===== config.mk =====
export PLATFORM = sky130hd
export DESIGN_NAME = div_unit
export DESIGN_NICKNAME = d
export VERILOG_FILES = /design/src/rtl/div_unit.sv
export SDC_FILE = /design/constraint.sdc
export NUM_CORES = 1
export LEC_CHECK = 0
export CORE_AREA = 2 2 151 153
export DETAILED_ROUTE_END_ITERATION = 7
export DIE_AREA = 0 0 153 155
export PLACE_DENSITY = 0.76
export SLEW_MARGIN = 25
export SYNTH_ARGS = -nofsm -noshare
export SYNTH_HDL_FRONTEND = slang
export SYNTH_SLANG_ARGS = --single-unit

===== constraint.sdc =====
create_clock -name i_clk -period 4.6 [get_ports i_clk]
set_input_delay 0.46 -clock i_clk [delete_from_list [all_inputs] [get_ports i_clk]]
set_output_delay 0.46 -clock i_clk [all_outputs]
set_load 0.01 [all_outputs]

===== src/rtl/div_unit.sv =====
// Iterative restoring radix-2 divider for RV32M DIV/DIVU/REM/REMU.
// One quotient bit per cycle. Divide-by-zero and signed overflow bypass straight to DONE.
module div_unit #(
   parameter int XLEN = 32
) (
   input  logic            i_clk,
   input  logic            i_reset_n,
   input  logic            i_start,
   input  logic [1:0]      i_op,
   input  logic [XLEN-1:0] i_dividend,
   input  logic [XLEN-1:0] i_divisor,
   output logic            o_busy,
   output logic            o_done,
   output logic [XLEN-1:0] o_result
);

   // state  | meaning
   // S_IDLE | waiting for start, result held
   // S_CALC | one restoring step per cycle, r_cnt counts down to 0
   // S_DONE | one-cycle done pulse, may accept a new start
   typedef enum logic [1:0] {S_IDLE, S_CALC, S_DONE} state_t;

   state_t          r_state;
   state_t          w_state_nxt;
   logic [5:0]      r_cnt;
   logic [XLEN-1:0] r_rem;
   logic [XLEN-1:0] r_quot;
   logic [XLEN-1:0] r_dvs_mag;
   logic            r_neg_q;
   logic            r_neg_r;
   logic            r_op_rem;
   logic            r_done;
   logic [XLEN-1:0] r_result;

   logic            w_accept;
   logic            w_signed;
   logic            w_div_zero;
   logic            w_ovf;
   logic            w_special;
   logic [XLEN-1:0] w_special_res;
   logic            w_dvd_neg;
   logic            w_dvs_neg;
   logic [XLEN-1:0] w_dvd_mag;
   logic [XLEN-1:0] w_dvs_mag;
   logic [XLEN:0]   w_shift;
   logic [XLEN+1:0] w_trial;
   logic            w_q_bit;
   logic [XLEN-1:0] w_rem_nxt;
   logic [XLEN-1:0] w_quot_nxt;
   logic [XLEN-1:0] w_final;

   assign w_accept   = i_start & (r_state != S_CALC);
   assign w_signed   = ~i_op[0];
   assign w_div_zero = (i_divisor == '0);
   assign w_ovf      = w_signed & (i_dividend == {1'b1, {(XLEN-1){1'b0}}})
                       & (i_divisor == {XLEN{1'b1}});
   assign w_special  = w_div_zero | w_ovf;

   always_comb begin
      w_special_res = '0;
      if (w_div_zero)
         w_special_res = i_op[1] ? i_dividend : {XLEN{1'b1}};
      else if (w_ovf)
         w_special_res = i_op[1] ? '0 : {1'b1, {(XLEN-1){1'b0}}};
   end

   assign w_dvd_neg = w_signed & i_dividend[XLEN-1];
   assign w_dvs_neg = w_signed & i_divisor[XLEN-1];
   assign w_dvd_mag = w_dvd_neg ? -i_dividend : i_dividend;
   assign w_dvs_mag = w_dvs_neg ? -i_divisor : i_divisor;

   // The shifted remainder can reach 2*divisor-1, so the trial needs a spare bit plus a sign bit.
   assign w_shift    = {r_rem, r_quot[XLEN-1]};
   assign w_trial    = {1'b0, w_shift} - {2'b00, r_dvs_mag};
   assign w_q_bit    = ~w_trial[XLEN+1];
   assign w_rem_nxt  = w_q_bit ? w_trial[XLEN-1:0] : w_shift[XLEN-1:0];
   assign w_quot_nxt = {r_quot[XLEN-2:0], w_q_bit};
   assign w_final    = r_op_rem ? (r_neg_r ? -w_rem_nxt : w_rem_nxt)
                                : (r_neg_q ? -w_quot_nxt : w_quot_nxt);

   always_comb begin
      w_state_nxt = r_state;
      case (r_state)
         S_IDLE: if (w_accept) w_state_nxt = w_special ? S_DONE : S_CALC;
         S_CALC: if (r_cnt == '0) w_state_nxt = S_DONE;
         S_DONE: begin
            if (w_accept) w_state_nxt = w_special ? S_DONE : S_CALC;
            else          w_state_nxt = S_IDLE;
         end
         default: w_state_nxt = S_IDLE;
      endcase
   end

   always_ff @(posedge i_clk) begin
      if (!i_reset_n) begin
         r_state   <= S_IDLE;
         r_cnt     <= '0;
         r_rem     <= '0;
         r_quot    <= '0;
         r_dvs_mag <= '0;
         r_neg_q   <= 1'b0;
         r_neg_r   <= 1'b0;
         r_op_rem  <= 1'b0;
         r_done    <= 1'b0;
         r_result  <= '0;
      end else begin
         r_state <= w_state_nxt;
         r_done  <= (w_state_nxt == S_DONE);
         if (w_accept) begin
            r_op_rem  <= i_op[1];
            r_neg_q   <= w_dvd_neg ^ w_dvs_neg;
            r_neg_r   <= w_dvd_neg;
            r_rem     <= '0;
            r_quot    <= w_dvd_mag;
            r_dvs_mag <= w_dvs_mag;
            r_cnt     <= 6'(XLEN - 1);
            if (w_special) r_result <= w_special_res;
         end else if (r_state == S_CALC) begin
            r_rem  <= w_rem_nxt;
            r_quot <= w_quot_nxt;
            r_cnt  <= r_cnt - 6'd1;
            if (r_cnt == '0) r_result <= w_final;
         end
      end
   end

   assign o_busy   = (r_state == S_CALC) | w_accept;
   assign o_done   = r_done;
   assign o_result = r_result;

endmodule


* Yosys cells after proc, flatten, opt, wreduce, memory -nomap -nowiden
Index checks and enable logic that the tools add are counted.
** Operators by class
- Add/subtract/negate cells :: 6
- Equality and inequality tests :: 7
- Muxes and demuxes :: 23
- Bitwise gates (word level) :: 11
- Reductions and logical operators :: 7
** Operators by type and width (count)
- $mux 32 :: 16
- $neg 32->32 :: 4
- $eq 32x32->1 const B :: 2
- $sub 33x32->34 :: 1
- $logic_not 32->1 :: 1
- $mux 5 :: 2
- $mux 2 :: 4
- $logic_not 6->1 :: 1
- $pmux 2 s3 :: 1
- $sub 6x1->6 const B :: 1
- $and 1x1->1 :: 5
- $eq 2x2->1 const B :: 2
- $ne 2x1->1 const B :: 2
- $reduce_bool 2->1 :: 2
- $not 1->1 :: 3
- $reduce_and 3->1 :: 1
- $eq 2x1->1 const B :: 1
- $logic_not 2->1 :: 1
- $or 1x1->1 :: 2
- $reduce_or 2->1 :: 1
- $xor 1x1->1 :: 1
** Word-level totals
- Flip-flop bits (word level) :: 140
- Bits of input ports :: 69
- Output and inout bits :: 34
- Logic and storage cells :: 65

* Logic depth before layout (Yosys ltp)
- Depth in word-level cells :: 8
- Mapped depth :: 25

* Worst setup path before layout
Ideal clock, no wire load.
- Kind :: register to register
- Start :: register r_dvs_mag[19]
- End :: register r_result[26] (netlist: o_result[26])
- Library setup time :: 133 ps
- Data arrival time :: 4754 ps
- Slack :: -286 ps
- Cell stages (with the launch flop) :: 26
- Period minus slack after synthesis :: 4886 ps
- Cell sequence :: dfxtp_1 > inv_1 > ha_1 > buf_2 > nand2_1 > o21ai_0 > a211oi_1 > o31a_1 > buf_2 > nand2_1 > buf_2 > clkbuf_1 > buf_2 > nand2_1 > o21ai_0 > ha_1 > nand2b_1 > or3_1 > nor3_1 > nand2_1 > nor3_1 > a31oi_1 > or3_1 > o41ai_1 > o41a_1 > a31oi_1
** Between the ends
- Longest elaborated chain between the ends :: 8
- Elaborated cells on any way between the ends :: 11
- Classes of those cells :: add/sub: 3; mux: 7; bitwise: 1
** RTL lines
- from (decl) :: line 28 : logic [XLEN-1:0] r_dvs_mag;
- from (signal assigned) :: line 115 : r_dvs_mag <= w_dvs_mag;
- $sub 33x32->34 (*) :: line 74 : assign w_trial = {1'b0, w_shift} - {2'b00, r_dvs_mag};
- $mux 32 / $not 1->1 (equally long branches) :: line 76, 75
- $neg 32->32, on equally long branches :: line 78, 79
- $mux 32, on equally long branches :: line 78, 79
- $mux 32 (*) :: line 78 : assign w_final = r_op_rem ? (r_neg_r ? -w_rem_nxt : w_rem_nxt)
- $mux 32 (*) :: line 122 : if (r_cnt == '0) r_result <= w_final;
- $mux 32 (*) :: line 118 : end else if (r_state == S_CALC) begin
- $mux 32 (*) :: line 109 : if (w_accept) begin
- to (signal assigned) :: line 117 : if (w_special) r_result <= w_special_res;
- to (signal assigned) :: line 122
- to (decl) :: line 33 : logic [XLEN-1:0] r_result;
Every way passes the cells marked *; elsewhere a longest branch is shown, timed or not. The select of a mux whose other input is x is not followed.
A chain may end at the register's enable or synchronous reset.

* Worst setup path after layout
- Start :: register r_quot[31]
- End :: register r_result[24] (netlist: o_result[24])
** Between the ends
- Longest elaborated chain between the ends :: 8
- Elaborated cells on any way between the ends :: 11
- Classes of those cells :: add/sub: 3; mux: 7; bitwise: 1
** RTL lines
- from (decl) :: line 27 : logic [XLEN-1:0] r_quot;
- from (signal assigned) :: line 114 : r_quot <= w_dvd_mag;
- from (signal assigned) :: line 120 : r_quot <= w_quot_nxt;
- $sub 33x32->34 :: line 74
- $mux 32 / $not 1->1 (equally long branches) :: line 76, 75
- $neg 32->32, on equally long branches :: line 78, 79
- $mux 32, on equally long branches :: line 78, 79
- $mux 32 (*) :: line 78
- $mux 32 (*) :: line 122
- $mux 32 (*) :: line 118
- $mux 32 (*) :: line 109
Marks and branches as above.

==> reports/metrics.cfg <==
[clocking]
clock_path_buffers=2
numCtsBuffers=17
htree_levels=4
insertion_delay_ps=450
cts_sinks=140
clkTransAtPathRegs_ps=70
cts_hold_buf=0
cts_tree=done
root_buffer=clkbuf_16

[sta]
relSlewSlack=0.298
setup-tns-final_ps=0
setup_viol=0
skew_ps=13.9
finalCriticalPeriod_ps=4430
worst_pin_slew_ps=1040
maxSlewViolCount=0
max_freq_mhz=226
timing.final.ws_setup_ps=167
finalCritPeriodShare=0.964
hold_violations=0

[floorplan]
core_sq_mm=0.0222
die_area_sq_mm=0.0237
initial_core_util=0.532
num_io_pins=103
rows=55
die_h_microns=155
fp.dieW_microns=153

[global_route]
antenna_found_initial=0
grt_pass1_wl_microns=69300
first_global_vias=12341
grt_usage=0.369
grt_start_max_net_pins=63
grt-ovfl-total=0

[layout]
layout-drive-gt1-share=0.118
fin_util=0.642
layout.nets=1861
syn_to_final_growth_pct=20.7
num_antenna_cells=0
fin_area_sq_mm=0.0143
final_cell_mix=nor2_1, dfxtp_1, o21ai_0
fillers=2029
final_common_cell=nor2_1

[detailed_routing]
drt-pass1-iter-count=6
vias=13610
drt_wl_total_microns=45000
wl_per_cell_microns=21.9
drt_iter0_markers=1565
ant_nets=0
avgViaCountPerCell=6.64
drcViolationCount=0

[placement]
io_buffers=102
hpwl_microns=33800
post-place-ws_ps=-78.4
placed_cell_area_sq_mm=0.0135
gp_congestion=1.02

[status]
status=finished clean

[run]
maxCapViolations=0

[power]
peakVddDrop_v=0.000273
power.total_w=0.00537
leakage_nw=5.20
powerDensity_mw_per_mm2=376

[setup_path]
required_ps=4970
path_class=register to register
cp-start-kind=register
worstPathArrival_ps=4810
crit_fanout=6
end_kind=register

[yosys]
async_reset_ff_frac=0
synth_area_per_cell_sq_um=7.19
ys.flop_type=dfxtp_1
ys_seq_elements=140
synth_cells=1644
syn_nets=1753
yosysSeqAreaShare=0.237
synth_warnings=0
ys_types=85
synth_edf_count=0
synth_area_sq_mm=0.0118

[worst_hold_path]
hp-class=register to register

-- synth_stat cells (6+ instances only) --
master    instances  share of area
nor2_1          232          0.074
dfxtp_1         140           0.24
o21ai_0         136          0.058
a21oi_1         122          0.052
nand2_1         105          0.033
a211oi_1         87          0.055
clkbuf_1         82          0.026
inv_1            60          0.019
xor2_1           50          0.037
xnor2_1          49          0.036
nor3_1           40          0.017
ha_1             39          0.041
a31oi_1          36          0.019
or3_1            36          0.019
nand3_1          29          0.012
nor4_1           24          0.013
o31ai_1          24          0.015
nand4_1          21          0.011
a311oi_1         18          0.013
and3_1           18         0.0095
buf_2            18         0.0076
o41ai_1          18          0.013
mux2i_1          17          0.014
o211ai_1         16          0.010
nand2b_1         14         0.0074
nor2b_1          14         0.0074
o21a_1           12         0.0076
a21boi_0         11         0.0070
a21o_1           11         0.0070
or4_1            11         0.0070
or2_2             9         0.0048
buf_1             8         0.0025
o211a_1           8         0.0068
o31a_1            8         0.0059
a311o_1           6         0.0051
and2_1            6         0.0032
-- stage by stage --
stage / hold WS, ps / cells
CTS: 462 / 2045
floorplan: 440 / 1644
global placement: 445 / 2012
detailed placement: 453 / 2012
global route: 487 / 2050
finish: 461 / 2050
-- worst paths after layout --
kind	start	to	slack [ps]	cells after the start
setup reg to reg	r_quot[31]$_SDFFE_PN0P_	o_result[24]$_SDFFE_PN0P_	170	14
setup / recovery	r_quot[31]$_SDFFE_PN0P_	o_result[24]$_SDFFE_PN0P_	170	14
hold / removal	r_dvs_mag[0]$_SDFFE_PN0P_	r_dvs_mag[0]$_SDFFE_PN0P_	460	2
hold reg to reg	r_dvs_mag[0]$_SDFFE_PN0P_	r_dvs_mag[0]$_SDFFE_PN0P_	460	2
-- layer usage --
metal,vias to the layer above,GRT usage,share of wire
met5,-,0.0145,0.0010
met2,775,0.563,0.43
met3,130,0.0847,0.10
met1,6360,0.499,0.42
li1,6343,-,-
met4,2,0.158,0.040
-- power by group --
| group | internal, W | switching [W] |
|---|---|---|
| sequential | 0.00131 | 0.0000982 |
| clock | 0.000783 | 0.000657 |
| combinational | 0.000944 | 0.00158 |
| total | 0.00303 | 0.00233 |
-- state kept, by name, summed over array words and instances (netlist names) --
name	cells
r_rem	32
o_done	1
r_op_rem	1
r_dvs_mag	32
r_neg_r	1
r_neg_q	1
r_quot	32
o_result	32
r_state	2
r_cnt	6
-- cell families (layout without fill, tap and decap cells) --
logic type / after synthesis / in the layout / synth area share
adder cells (fa/ha/maj): 40 / 40 / 0.0430
XOR/XNOR: 99 / 99 / 0.0733
flip-flops: 140 / 140 / 0.237
AND/OR/NAND/NOR: 589 / 589 / 0.242
AO/OA/AOI/OAI: 583 / 583 / 0.328
multiplexers: 22 / 22 / 0.0201
buffers and inverters: 171 / 292 / 0.0568
-- worst max-delay path, stage by stage, from the launching register on --
cell and delay [ps]:
dfxtp_1 390, inv_1 140, ha_1 260, fa_1 450
nor2b_1 280, o31ai_2 140, a21boi_0 490, o31a_1 200
o21ai_0 70, a31oi_1 650, buf_4 240, nor2b_1 360
a41oi_1 220, o311a_1 330, a21oi_1 120
-- area by class of cell --
class,count,area (sq um),share of cell area
inverter,62,233,0.0163
clock buffer,18,439,0.0308
multi-input combinational,1333,8540,0.598
clock inverter,14,150,0.0105
timing repair buffer,198,1750,0.123
sequential,140,2810,0.197
tap,285,357,0.0250
-- timing repair --
item,4_1_cts,5_1_grt
pin swaps,1,14
cloned,0,0
setup endpoints to repair,1,13
resized for setup,1,34
setup buffers,1,5
Power figures use the tool's default switching activity.
